--- src/rtl/divider_iterative.sv ---
// ---------------------------------------------------------------------------
// divider_iterative
//
// Iterative unsigned restoring divider: one quotient bit per clock cycle,
// WIDTH iterations per division, using a single-cycle valid_in/valid_out
// pulse handshake.
//
// Ports:
//   clk         in   rising-edge clock
//   rst_n       in   asynchronous active-low reset
//   valid_in    in   one-cycle pulse: capture a/b and start (or restart)
//   a           in   WIDTH-bit unsigned dividend
//   b           in   WIDTH-bit unsigned divisor
//   busy        out  high while a division is in progress
//   valid_out   out  one-cycle pulse: q, r, div_by_zero are valid
//   q           out  quotient, held until the next result
//   r           out  remainder, held until the next result
//   div_by_zero out  set with valid_out when b was 0, held with q/r
// ---------------------------------------------------------------------------
module divider_iterative #(
  parameter int WIDTH = 32
) (
  input  logic             clk,
  input  logic             rst_n,
  input  logic             valid_in,
  input  logic [WIDTH-1:0] a,
  input  logic [WIDTH-1:0] b,
  output logic             busy,
  output logic             valid_out,
  output logic [WIDTH-1:0] q,
  output logic [WIDTH-1:0] r,
  output logic             div_by_zero
);

  localparam int CW = $clog2(WIDTH + 1);

  typedef enum logic {
    S_IDLE = 1'b0,
    S_RUN  = 1'b1
  } state_t;

  state_t           r_state;
  // The partial remainder never exceeds the divisor, so its top bit is
  // always zero; only the low WIDTH bits are stored.
  logic [WIDTH-1:0] r_rem;
  logic [WIDTH-1:0] r_quo;
  logic [WIDTH-1:0] r_div;
  logic [CW-1:0]    r_cnt;

  logic [WIDTH:0]   w_shift;
  logic [WIDTH:0]   w_trial;
  logic [WIDTH-1:0] w_rem_next;
  logic [WIDTH-1:0] w_quo_next;
  logic             w_last;

  // One restoring step: shift in the next dividend bit and try a subtract.
  always_comb begin
    w_shift = {r_rem, r_quo[WIDTH-1]};
    w_trial = w_shift - {1'b0, r_div};
    if (w_trial[WIDTH] == 1'b0) begin
      w_rem_next = w_trial[WIDTH-1:0];
      w_quo_next = {r_quo[WIDTH-2:0], 1'b1};
    end else begin
      w_rem_next = w_shift[WIDTH-1:0];
      w_quo_next = {r_quo[WIDTH-2:0], 1'b0};
    end
    w_last = (r_cnt == CW'(WIDTH - 1));
  end

  // Control FSM, datapath registers and registered outputs.
  always_ff @(posedge clk or negedge rst_n) begin
    if (!rst_n) begin
      r_state     <= S_IDLE;
      r_rem       <= {WIDTH{1'b0}};
      r_quo       <= {WIDTH{1'b0}};
      r_div       <= {WIDTH{1'b0}};
      r_cnt       <= {CW{1'b0}};
      busy        <= 1'b0;
      valid_out   <= 1'b0;
      q           <= {WIDTH{1'b0}};
      r           <= {WIDTH{1'b0}};
      div_by_zero <= 1'b0;
    end else begin
      valid_out <= 1'b0;
      // A new request always wins, including over a completion on this edge.
      if (valid_in) begin
        r_state <= S_RUN;
        r_rem   <= {WIDTH{1'b0}};
        r_quo   <= a;
        r_div   <= b;
        r_cnt   <= {CW{1'b0}};
        busy    <= 1'b1;
      end else begin
        case (r_state)
          S_IDLE: begin
            r_state <= S_IDLE;
          end
          S_RUN: begin
            r_rem <= w_rem_next;
            r_quo <= w_quo_next;
            r_cnt <= r_cnt + CW'(1);
            if (w_last) begin
              r_state     <= S_IDLE;
              busy        <= 1'b0;
              valid_out   <= 1'b1;
              q           <= w_quo_next;
              r           <= w_rem_next;
              div_by_zero <= (r_div == {WIDTH{1'b0}});
            end else begin
              r_state <= S_RUN;
            end
          end
          default: begin
            r_state <= S_IDLE;
            busy    <= 1'b0;
          end
        endcase
      end
    end
  end

endmodule

--- config.mk ---
export PLATFORM = sky130hd
export DESIGN_NAME = divider_iterative
export DESIGN_NICKNAME = d
export VERILOG_FILES = /design/src/rtl/divider_iterative.sv
export SDC_FILE = /design/constraint.sdc
export NUM_CORES = 1
export LEC_CHECK = 0
export BUFFER_PORTS_ARGS = -buffer_cell sky130_fd_sc_hd__buf_4
export CORE_MARGIN = 4
export CORE_UTILIZATION = 52
export CTS_CLUSTER_DIAMETER = 200
export CTS_CLUSTER_SIZE = 14
export DETAILED_ROUTE_END_ITERATION = 7
export PLACE_DENSITY = 0.86
export SLEW_MARGIN = 20
export SYNTH_ARGS = -nofsm -noshare
export SYNTH_HDL_FRONTEND = slang
export SYNTH_SLANG_ARGS = --single-unit
--- constraint.sdc ---
create_clock -name clk -period 2.85 [get_ports clk]
set_clock_uncertainty 0.1 [all_clocks]
set_input_delay 0.57 -clock clk [delete_from_list [all_inputs] [get_ports clk]]
set_output_delay 0.57 -clock clk [all_outputs]
set_load 0.02 [all_outputs]
==> summary.md, run 1 <==
| Metric | Value |
|---|---|
| Status | `complete, but fails checks` |
| Failing checks | `setup timing` |
| Area of the multi-input gates | `4490 um^2` |
| Post-DP Area | `between 10,000 and 15,000 um^2` |
| Commonest register cell after synthesis | `dfrtp_1` |
| Synth Area in Simple Gates | `0.161` |
| Drc violations | `0` |
| Number of global-route vias before repair | `around 8.0k` |
| Slew HR | `0.403` |
| Skew-Pair Late Insertion Delay | `about 0.44 ns` |
| Critical R2R Launch | `r_quo[31]` |
| Distinct cells, synth | `59` |
| Root Buffer | `clkbuf_16` |
| Largest area contributor in the netlist | `dfrtp_1` |
| Setup crit end kind | `flip-flop` |
| Adder-Cell Fraction of Synth Area | `0.0489` |
| Seq/Total Area, Yosys | `0.481` |
| Hold crit path type | `in -> reg` |
| Gr ovfl total | `0` |
| Pin count of the biggest net entering global routing | `around 170` |
| EDFF count, synth | `0` |
| Tightest Pin Transition | `between 0.8 and 0.9 ns` |
| Nets | `1,286` |
| Initial DRC Count | `615` |
| Synth top area cells | `dfrtp_1, nand2_1, mux2i_1` |
| Ys Warns | `0` |
| Critical path startpoint category | `flip-flop` |
| H-Tree Depth | `4` |
| Worst vdd ir | `0.628 mV` |
| Leak Pwr | `6.03 nW` |
| Post-Synth XOR/XNOR Area | `0.0325` |
| Initial antenna violation count | `0` |
| Placed insts | `about 1.4k` |
| Mapped Cells | `965` |
| Row count | `47` |
| Clock Path Buffers | `2` |
| CTS Sinks | `170` |
| Reg clk slew, reported paths | `roughly 0.07 ns` |
| I/O pin count | `between 100 and 150` |
| Post-route insts no fill | `approximately 1.4k` |
| Post-synth top cells | `nand2_1, dfrtp_1, o21ai_0` |
| Asr flop ratio synth | `1.00` |
| Max Slew Vio Count | `0` |
| Sequential cell area | `between 4000 and 5000 um^2` |
| Fmax | `309 MHz` |
| Drt pass-1 iters | `5` |
| Most frequent cell after synthesis | `nand2_1` |
| Crit share post-route | `1.13` |
| Routed wire per std cell | `between 15 and 20 um` |
| Post-synthesis register bit count | `between 150 and 200` |
| Layout cells sized above 1 | `0.287` |
| Fillers | `1,182` |
| Final Wtd Congestion | `0.938` |
| Critical Path RT | `3.03 ns` |
| Share of the synthesized area in the top cell type | `0.481` |
| Hold_sp | `a[25]` |
| DR vias | `approximately 8.2k` |
| RSZ-0062 raised after global routing | `true` |
| Minimum clock period | `3.23 ns` |
| Global-route wire length before repair | `40.1 mm` |
| Mux contribution to synthesized area | `0.0693` |
| Die area | `19,200 um^2` |
| HPWL Detailed | `around 17 mm` |
| PD cells | `roughly 900 nW/um^2` |
| Final WS setup | `-0.384 ns` |
| Worst hold path depth | `3` |
| Fin util | `0.708` |
| TritonCTS buffer count | `17` |
| Design area | `11,800 um^2` |
| Syn nets | `1,066` |
| Hold Path Sink | `r_quo[25]` |
| Vias per inst | `5.81` |
| CTS tree | `built` |
| Max Cap Viol | `0` |
| ANT nets after route | `0` |
| Synth Area in Compound Gates | `0.166` |
| Synth Cell Area | `8840 um^2` |
| Total GRT Usage | `0.252` |
| Final setup fails | `66` |
| CP Class | `reg -> reg` |
| N_diodes | `0` |
| Final Hold Viols | `0` |
| Syn Area/Cell | `9.17 um^2` |
| Die X | `138 um` |
| CP Max Fanout | `11` |
| Reg2reg path depth | `14` |
| Core area | `16,600 um^2` |
| Initial Utilization | `0.531` |
| Critical path data arrival time | `3.41 ns` |
| Port bufs | `about 130` |
| Die H | `138 um` |
| Reg2reg setup slack | `-0.38 ns` |
| Reg-to-Reg End | `r[2]` |
| Synthesis-to-layout area growth | `33.3%` |
| Main combinational cell family by area after synthesis | `compound AO/OA/AOI/OAI gates` |
| Routed wire length | `about 25 mm` |
## metrics by stage
| step | TNS [ns] | total power (W) | hold slack, ns | setup slack, ns |
|---|---|---|---|---|
| after floorplan | -0.828 | 0.00557 | 0.174 | -0.126 |
| after global placement | -9.51 | 0.00715 | 0.361 | -0.184 |
| after detailed placement | -14.08 | 0.00727 | 0.363 | -0.279 |
| after CTS | -8.71 | 0.00996 | 0.229 | -0.195 |
| after global routing | -29.93 | 0.0111 | 0.244 | -0.534 |
| final | -20.94 | 0.0106 | 0.234 | -0.384 |
## area by class of cell
type                            instances  share of cell area
Multi-Input combinational cell        702               0.381
Tap cell                              220              0.0234
Sequential cell                       170               0.361
Clock inverter                         14              0.0151
Timing Repair Buffer                  257               0.171
Clock buffer                           18              0.0364
Inverter                               37              0.0118
## critical path, stage by stage, from the launching register on
cell	delay, ns
dfrtp_1	0.39
inv_2	0.09
ha_4	0.14
inv_2	0.04
fa_2	0.37
a211oi_4	0.25
o211ai_1	0.15
nand4_1	0.15
o211ai_2	0.15
a221oi_4	0.30
buf_6	0.16
xnor2_4	0.17
buf_12	0.20
mux2i_1	0.27
o21ai_0	0.12
## how the worst max path moves through the flow
| stage | start | cells after the start | endpoint |
|---|---|---|---|
| floorplan | r_quo[31] | 12 | r_rem[0] |
| global placement | r_quo[31] | 13 | r_rem[15] |
| detailed placement | r_quo[31] | 13 | r[21] |
| CTS | r_quo[31] | 14 | r_rem[10] |
| global route | r_quo[31] | 14 | r_rem[2] |
| finish | r_quo[31] | 14 | r[2] |
## metal layers
metal	track usage	vias up	wire, um
li1	-	3774	-
met1	0.337	4048	10500
met2	0.410	334	12300
met3	0.0407	76	1320
met4	0.107	0	876
met5	0	-	0
## sequential cells by signal, summed over array words and instances, names as in the netlist
signal	count
r_div	32
q	32
busy	1
r_quo	32
r_rem	32
r_state	1
r	32
r_cnt	6
div_by_zero	1
valid_out	1
## power breakdown
group | internal (W) | total, W | leakage, nW | switching, W
Combinational | 0.00257 | 0.00523 | 3.50 | 0.00266
Clock | 0.00133 | 0.00240 | 0.291 | 0.00107
Sequential | 0.00268 | 0.00293 | 2.23 | 0.000245
Total | 0.00658 | 0.0106 | 6.03 | 0.00398
## logic make-up after synthesis
family / after synthesis
adders and majority gates: 34
and+or+nand+nor: 342
muxes: 61
xor gates and xnor gates: 32
buffers and inverters: 93
AOI/OAI and AO/OA: 233
DFF: 170
## timing repair
item,4_1_cts,5_1_grt
setup buffers,8,6
pin swaps,6,14
hold buffers,1,0
gates resized for setup,26,36
endpoints found under the setup margin,66,66
hold endpoints to repair,31,0
## placed cells by master, fill, tap and decap left out, drive strengths merged, types with 14 or more instances in the layout
cell type  netlist  layout
a211oi          31      31
nand4           14      14
xnor2           15      15
nor2            64      64
mux2i           59      59
buf             14     256
ha              33      33
a21oi           35      35
o21ai          110     110
xor2            17      17
dfrtp          170     170
nand2          221     221
inv             37      45
clkbuf          42      18
(Power assumes the default switching activity.)
==> run 2, diff against run 1 <==
Settings changed: PLACE_DENSITY 0.86 to unset, PLACE_DENSITY_LB_ADDON set to 0.3.
==> summary.md, run 2 (synthesized netlist as in run 1, its figures left out) <==
| Metric | Value |
|---|---|
| Drt pass-1 iters | `5 (unchanged)` |
| Setup crit end kind | `flip-flop (unchanged)` |
| Worst path cell trace | `inv_2 > ha_4 > inv_2 > fa_2 > a211oi_2 > o211ai_1 > nand4_1 > o211ai_2 > a221oi_4 > buf_6 > xnor2_4 > clkbuf_16 > nand3b_1 > a311oi_1 (was inv_2 > ha_4 > inv_2 > fa_2 > a211oi_4 > o211ai_1 > nand4_1 > o211ai_2 > a221oi_4 > buf_6 > xnor2_4 > buf_12 > mux2i_1 > o21ai_0)` |
| Max Cap Viol | `0 (unchanged)` |
| Critical R2R Launch | `r_quo[31] (unchanged)` |
| Layout cells sized above 1 | `0.277 (was 0.287)` |
| Crit share post-route | `1.08 (was 1.13)` |
| Root Buffer | `clkbuf_16 (unchanged)` |
| HPWL Detailed | `15.9 mm (was 16.5 mm)` |
| Net Sw Power | `0.00387 W (was 0.00398 W)` |
| Final Wtd Congestion | `0.946 (was 0.938)` |
| Slowest stage delay, CP | `0.39 ns (about the same)` |
| Total power | `0.0105 W (was 0.0106 W)` |
| CTS Sinks | `170 (unchanged)` |
| H-Tree Depth | `4 (unchanged)` |
| Crit path max-delay family | `compound AO/OA/AOI/OAI gates (unchanged)` |
| Clock Path Buffers | `2 (unchanged)` |
| Final Hold Viols | `0 (unchanged)` |
| Core area | `16,600 um^2 (unchanged)` |
| Pin count of the biggest net entering global routing | `168 (unchanged)` |
| TritonCTS buffer count | `17 (unchanged)` |
| Skew-Pair Late Insertion Delay | `0.44 ns (about the same)` |
| Leak Pwr | `6.01 nW (was 6.03 nW)` |
| CP Max Fanout | `5 (was 11)` |
| WP buf/inv | `4 (unchanged)` |
| ANT nets after route | `0 (unchanged)` |
| Most Frequent Cell on Critical Path | `inv_2 (unchanged)` |
| Failing checks | `setup timing (unchanged)` |
| Critical path data arrival time | `3.31 ns (was 3.41 ns)` |
| Worst vdd ir | `0.560 mV (was 0.628 mV)` |
| Slew HR | `0.564 (was 0.403)` |
| PD cells | `892 nW/um^2 (was 896 nW/um^2)` |
| Final setup fails | `66 (unchanged)` |
| I/O pin count | `134 (unchanged)` |
| Number of global-route vias before repair | `7,679 (was 8,001)` |
| Row count | `47 (unchanged)` |
| Die H | `138 um (unchanged)` |
| Clk pwr share | `0.237 (was 0.228)` |
| Routed wire per std cell | `16.4 um (was 17.6 um)` |
| CP startpoint | `r_quo[31] (unchanged)` |
| Routed wire length | `23.1 mm (was 25.0 mm)` |
| CP max stage cell | `dfrtp_1 (unchanged)` |
| Total GRT Usage | `0.239 (was 0.252)` |
| Initial Utilization | `0.531 (unchanged)` |
| CTS tree | `built (unchanged)` |
| Port bufs | `133 (unchanged)` |
| DR vias | `7,770 (was 8,232)` |
| Die X | `138 um (unchanged)` |
| Tightest Pin Transition | `0.654 ns (was 0.896 ns)` |
| Synthesis-to-layout area growth | `32.7% (was 33.3%)` |
| Sequential share of power | `0.279 (was 0.277)` |
| Nets | `1,282 (was 1,286)` |
| Fmax | `324 MHz (was 309 MHz)` |
| Commonest non-fill, non-tap cell in the layout | `buf_4 (unchanged)` |
| Hold_sp | `b[31] (was a[25])` |
| Gr ovfl total | `0 (unchanged)` |
| Global-route wire length before repair | `37.9 mm (was 40.1 mm)` |
| Vias per inst | `5.50 (was 5.81)` |
| Status | `complete, but fails checks (unchanged)` |
| Critical Path RT | `3.07 ns (was 3.03 ns)` |
| Minimum clock period | `3.09 ns (was 3.23 ns)` |
| Drc violations | `0 (unchanged)` |
| Critical path startpoint category | `flip-flop (unchanged)` |
| Switch share | `0.370 (was 0.377)` |
| TNS Setup | `-11.34 ns (was -20.94 ns)` |
| Final WS setup | `-0.235 ns (was -0.384 ns)` |
| Reg clk slew, reported paths | `0.07 ns (about the same)` |
| RSZ-0062 raised after global routing | `true (unchanged)` |
| Hold crit path type | `in -> reg (unchanged)` |
| CP Class | `reg -> reg (unchanged)` |
| Comb power frac | `0.484 (was 0.495)` |
| Initial DRC Count | `551 (was 615)` |
| Commonest cells after routing, fill and taps aside | `buf_4, nand2_1, dfrtp_1 (unchanged)` |
| Max Slew Vio Count | `0 (unchanged)` |
| Initial antenna violation count | `0 (unchanged)` |
| P_int | `0.00660 W (was 0.00658 W)` |
| N_diodes | `0 (unchanged)` |
| Die area | `19,200 um^2 (unchanged)` |
run 2: cell count changes in the layout (fill, tap and decap cells not counted), moves of 3 or more:
cell / change
a211oi_2: -3
inv_8: +3
mux2i_2: +4
a211oi_1: +4
buf_4: -5
mux2i_1: -3
run 2: final cells by class:
type                            instances  area [um^2]
Clock inverter                         14          195
Inverter                               37          139
Fill cell                            1246         4910
Multi-Input combinational cell        702         4420
Tap cell                              220          275
Timing Repair Buffer                  253         2010
Clock buffer                           18          439
Sequential cell                       170         4260
run 2: metrics by stage:
stage / worst slack (ns) / cell area (um^2) / instances / util / hold WS, ns
6_report: -0.235 / 11700 / 1414 / 0.705 / 0.239
5_1_grt: -0.374 / 11700 / 1414 / 0.705 / 0.225
4_1_cts: -0.188 / 11600 / 1412 / 0.698 / 0.226
3_5_place_dp: -0.288 / 10800 / 1368 / 0.648 / 0.364
3_3_place_gp: -0.153 / 10800 / 1368 / 0.648 / 0.362
2_1_floorplan: -0.126 / 8860 / 965 / - / 0.174
run 2: final timing paths:
kind	to	cells after the start	slack, ns
max	r_rem[27]	14	-0.24
min	r_div[31]	3	0.24
max reg2reg	r_rem[27]	14	-0.24
min reg2reg	q[18]	2	0.38
max in group asynchronous	r_state	3	1.39
min in group asynchronous	r_div[8]	2	0.54
run 2: layer usage:
metal	wire (um)	vias to the layer above	GRT usage
met5	0	-	0
met4	486	0	0.0655
met3	1070	32	0.0508
met2	11000	194	0.385
met1	10500	3777	0.331
li1	-	3767	-
run 2: timing repair:
action | CTS | global route
resized for setup | 19 | 28
hold buffers | 1 | 0
endpoints found under the setup margin | 66 | 66
endpoints found under the hold margin | 44 | 0
pin swaps | 5 | 3
gates cloned | 1 | 1
setup buffers | 10 | 1
run 2: power groups by stage:
| stage | logic (W) | registers, W | clock network (W) |
|---|---|---|---|
| finish | 0.00507 | 0.00292 | 0.00248 |
| global route | 0.00547 | 0.00295 | 0.00263 |
| CTS | 0.00467 | 0.00291 | 0.00251 |
| detailed placement | 0.00425 | 0.00293 | 0 |
| global placement | 0.00416 | 0.00293 | 0 |
| floorplan | 0.00268 | 0.00289 | 0 |
run 2: worst min-delay path, stage by stage:
cell     delay [ns]
buf_4          0.07
nand2_1        0.04
o21ai_0        0.05
==> run 3, diff against run 2 <==
Settings changed: BUFFER_PORTS_ARGS -buffer_cell sky130_fd_sc_hd__buf_4 to -buffer_cell sky130_fd_sc_hd__buf_2, GPL_ROUTABILITY_DRIVEN set to 0.
==> summary.md, run 3 (synthesized netlist as in run 1, its figures left out) <==
| Metric | Value |
|---|---|
| Most Frequent Cell on Critical Path | `inv_2 (unchanged)` |
| CTS Sinks | `170 (unchanged)` |
| Drc violations | `0 (unchanged)` |
| Final Hold Viols | `0 (unchanged)` |
| Max Cap Viol | `0 (unchanged)` |
| CP Class | `reg -> reg (unchanged)` |
| CP max stage cell | `dfrtp_1 (unchanged)` |
| Gr ovfl total | `0 (unchanged)` |
| DRT met1 WL | `10.6 mm (was 10.5 mm)` |
| Total power | `0.0110 W (was 0.0105 W)` |
| Port bufs | `133 (unchanged)` |
| Worst hold path depth | `3 (unchanged)` |
| Failing checks | `setup timing (unchanged)` |
| Critical Path RT | `3.04 ns (was 3.07 ns)` |
| Row count | `47 (unchanged)` |
| Max Slew Vio Count | `0 (unchanged)` |
| Drt pass-1 iters | `6 (was 5)` |
| Initial antenna violation count | `0 (unchanged)` |
| Root Buffer | `clkbuf_16 (unchanged)` |
| TNS Setup | `-14.59 ns (was -11.34 ns)` |
| Routed wire per std cell | `17.0 um (was 16.4 um)` |
| Pin count of the biggest net entering global routing | `168 (unchanged)` |
| HPWL Detailed | `15.9 mm (about the same)` |
| Global-route wire length before repair | `38.9 mm (was 37.9 mm)` |
| Setup crit end kind | `flip-flop (unchanged)` |
| CTS tree | `built (unchanged)` |
| Crit path max-delay family | `compound AO/OA/AOI/OAI gates (unchanged)` |
| Critical path startpoint category | `flip-flop (unchanged)` |
| Die H | `138 um (unchanged)` |
| Final setup fails | `65 (was 66)` |
| Commonest cells after routing, fill and taps aside | `nand2_1, dfrtp_1, buf_2 (was buf_4, nand2_1, dfrtp_1)` |
| Slew HR | `0.542 (was 0.564)` |
| Total GRT Usage | `0.245 (was 0.239)` |
| Slowest stage delay, CP | `0.40 ns (was 0.39 ns)` |
| Leak Pwr | `5.99 nW (was 6.01 nW)` |
| Crit share post-route | `1.11 (was 1.08)` |
| Placed insts | `1,359 (was 1,368)` |
| Top Layer Used | `met4 (unchanged)` |
| Minimum clock period | `3.15 ns (was 3.09 ns)` |
| Fillers | `1,250 (was 1,246)` |
| Final WS setup | `-0.305 ns (was -0.235 ns)` |
| Vias per inst | `5.57 (was 5.50)` |
| Design area | `11,600 um^2 (was 11,700 um^2)` |
| Initial Utilization | `0.531 (unchanged)` |
| Sequential cell area | `4260 um^2 (unchanged)` |
| Number of global-route vias before repair | `7,764 (was 7,679)` |
| RSZ-0062 raised after global routing | `true (unchanged)` |
| Fin Hold WS | `0.237 ns (was 0.239 ns)` |
| Status | `complete, but fails checks (unchanged)` |
| CP Max Fanout | `7 (was 5)` |
| Synthesis-to-layout area growth | `31.7% (was 32.7%)` |
| Tightest Pin Transition | `0.679 ns (was 0.654 ns)` |
| ANT nets after route | `0 (unchanged)` |
| Fmax | `317 MHz (was 324 MHz)` |
| I/O pin count | `134 (unchanged)` |
| TritonCTS buffer count | `17 (unchanged)` |
| Initial DRC Count | `575 (was 551)` |
| Metal2 WL | `11.5 mm (was 11.0 mm)` |
| Skew-Pair Late Insertion Delay | `0.44 ns (about the same)` |
| Met3 wire len | `1.32 mm (was 1.07 mm)` |
| Layout cells sized above 1 | `0.294 (was 0.277)` |
| Die X | `138 um (unchanged)` |
| Post-route insts no fill | `1,410 (was 1,414)` |
| Hold crit path type | `in -> reg (unchanged)` |
| H-Tree Depth | `4 (unchanged)` |
| Die area | `19,200 um^2 (unchanged)` |
| Core area | `16,600 um^2 (unchanged)` |
| Critical path data arrival time | `3.34 ns (was 3.31 ns)` |
| Commonest non-fill, non-tap cell in the layout | `nand2_1 (was buf_4)` |
| WP depth | `14 (unchanged)` |
| Area of the multi-input gates | `4680 um^2 (was 4420 um^2)` |
| Nets | `1,278 (was 1,282)` |
| PD cells | `943 nW/um^2 (was 892 nW/um^2)` |
| Routed wire length | `24.0 mm (was 23.1 mm)` |
| Worst vdd ir | `0.726 mV (was 0.560 mV)` |
| Clock Path Buffers | `2 (unchanged)` |
| Worst path cell trace | `inv_2 > ha_4 > inv_2 > fa_2 > a211oi_2 > o211ai_1 > nand4_1 > o211ai_2 > a221oi_4 > buf_6 > xnor2_4 > buf_12 > mux2i_4 > a211oi_1 (was inv_2 > ha_4 > inv_2 > fa_2 > a211oi_2 > o211ai_1 > nand4_1 > o211ai_2 > a221oi_4 > buf_6 > xnor2_4 > clkbuf_16 > nand3b_1 > a311oi_1)` |
| Reg2reg path depth | `14 (unchanged)` |
| N_diodes | `0 (unchanged)` |
| Post-DP Area | `10,400 um^2 (was 10,800 um^2)` |
| DR vias | `7,856 (was 7,770)` |
| Reg clk slew, reported paths | `0.07 ns (about the same)` |
| WP buf/inv | `4 (unchanged)` |
==> run 3: changes by cell type in the layout (fill, tap and decap cells not counted), moves of 5 or more <==
cell and delta:
nand2_4 +5, mux2i_2 -6, mux2i_4 +11, o21ai_0 -16, o21ai_1 +11, buf_2 +131
buf_4 -138, o21ai_2 +5, mux2i_1 -5
==> run 3: worst register-to-register path, delay by kind of cell, from the launching register on <==
kind,cells,cell delay (ns)
AOI/OAI and AO/OA,5,0.90
and+or+nand+nor,1,0.12
xor gates and xnor gates,1,0.21
muxes,1,0.27
buffers and inverters,4,0.51
adders and majority gates,2,0.50
DFF,1,0.40
==> run 3: layer usage <==
layer,GRT usage,vias to the layer above
met5,0,-
met4,0.0785,0
met3,0.0487,51
met2,0.391,262
met1,0.340,3769
li1,-,3774
==> run 3: stage by stage <==
step	utilization	setup WS, ns
floorplan	-	-0.126
global placement	0.624	-0.181
detailed placement	0.624	-0.310
CTS	0.676	-0.234
global route	0.700	-0.524
finish	0.700	-0.305
==> run 3: final timing paths <==
| path | start | to | slack (ns) |
|---|---|---|---|
| max | r_quo[31] | r_rem[12] | -0.30 |
| min | b[5] | r_div[5] | 0.24 |
| max reg2reg | r_quo[31] | r_rem[12] | -0.30 |
| min reg2reg | q[10] | q[10] | 0.37 |
| max in group asynchronous | rst_n | q[0] | 1.43 |
| min in group asynchronous | rst_n | r_div[8] | 0.55 |
==> run 3: layout make-up <==
| class | count | share of cell area |
|---|---|---|
| timing repair buffer | 249 | 0.144 |
| sequential | 170 | 0.366 |
| tap | 220 | 0.0236 |
| clock inverter | 15 | 0.0165 |
| clock buffer | 17 | 0.0365 |
| inverter | 37 | 0.0119 |
| multi-input combinational | 702 | 0.402 |
==> run 3: power by group <==
| group | internal, W | total (W) | switching, W |
|---|---|---|---|
| Clock | 0.00120 | 0.00237 | 0.00117 |
| Sequential | 0.00268 | 0.00295 | 0.000268 |
| Combinational | 0.00280 | 0.00567 | 0.00287 |
| Total | 0.00669 | 0.0110 | 0.00430 |
==> run 3: repair_timing <==
item / in CTS / in global routing
gates cloned: 1 / 1
buffers inserted: 9 / 9
resized for setup: 41 / 67
hold endpoints to repair: 23 / 0
hold buffers: 1 / 0
pin swaps: 12 / 18
endpoints found under the setup margin: 66 / 66
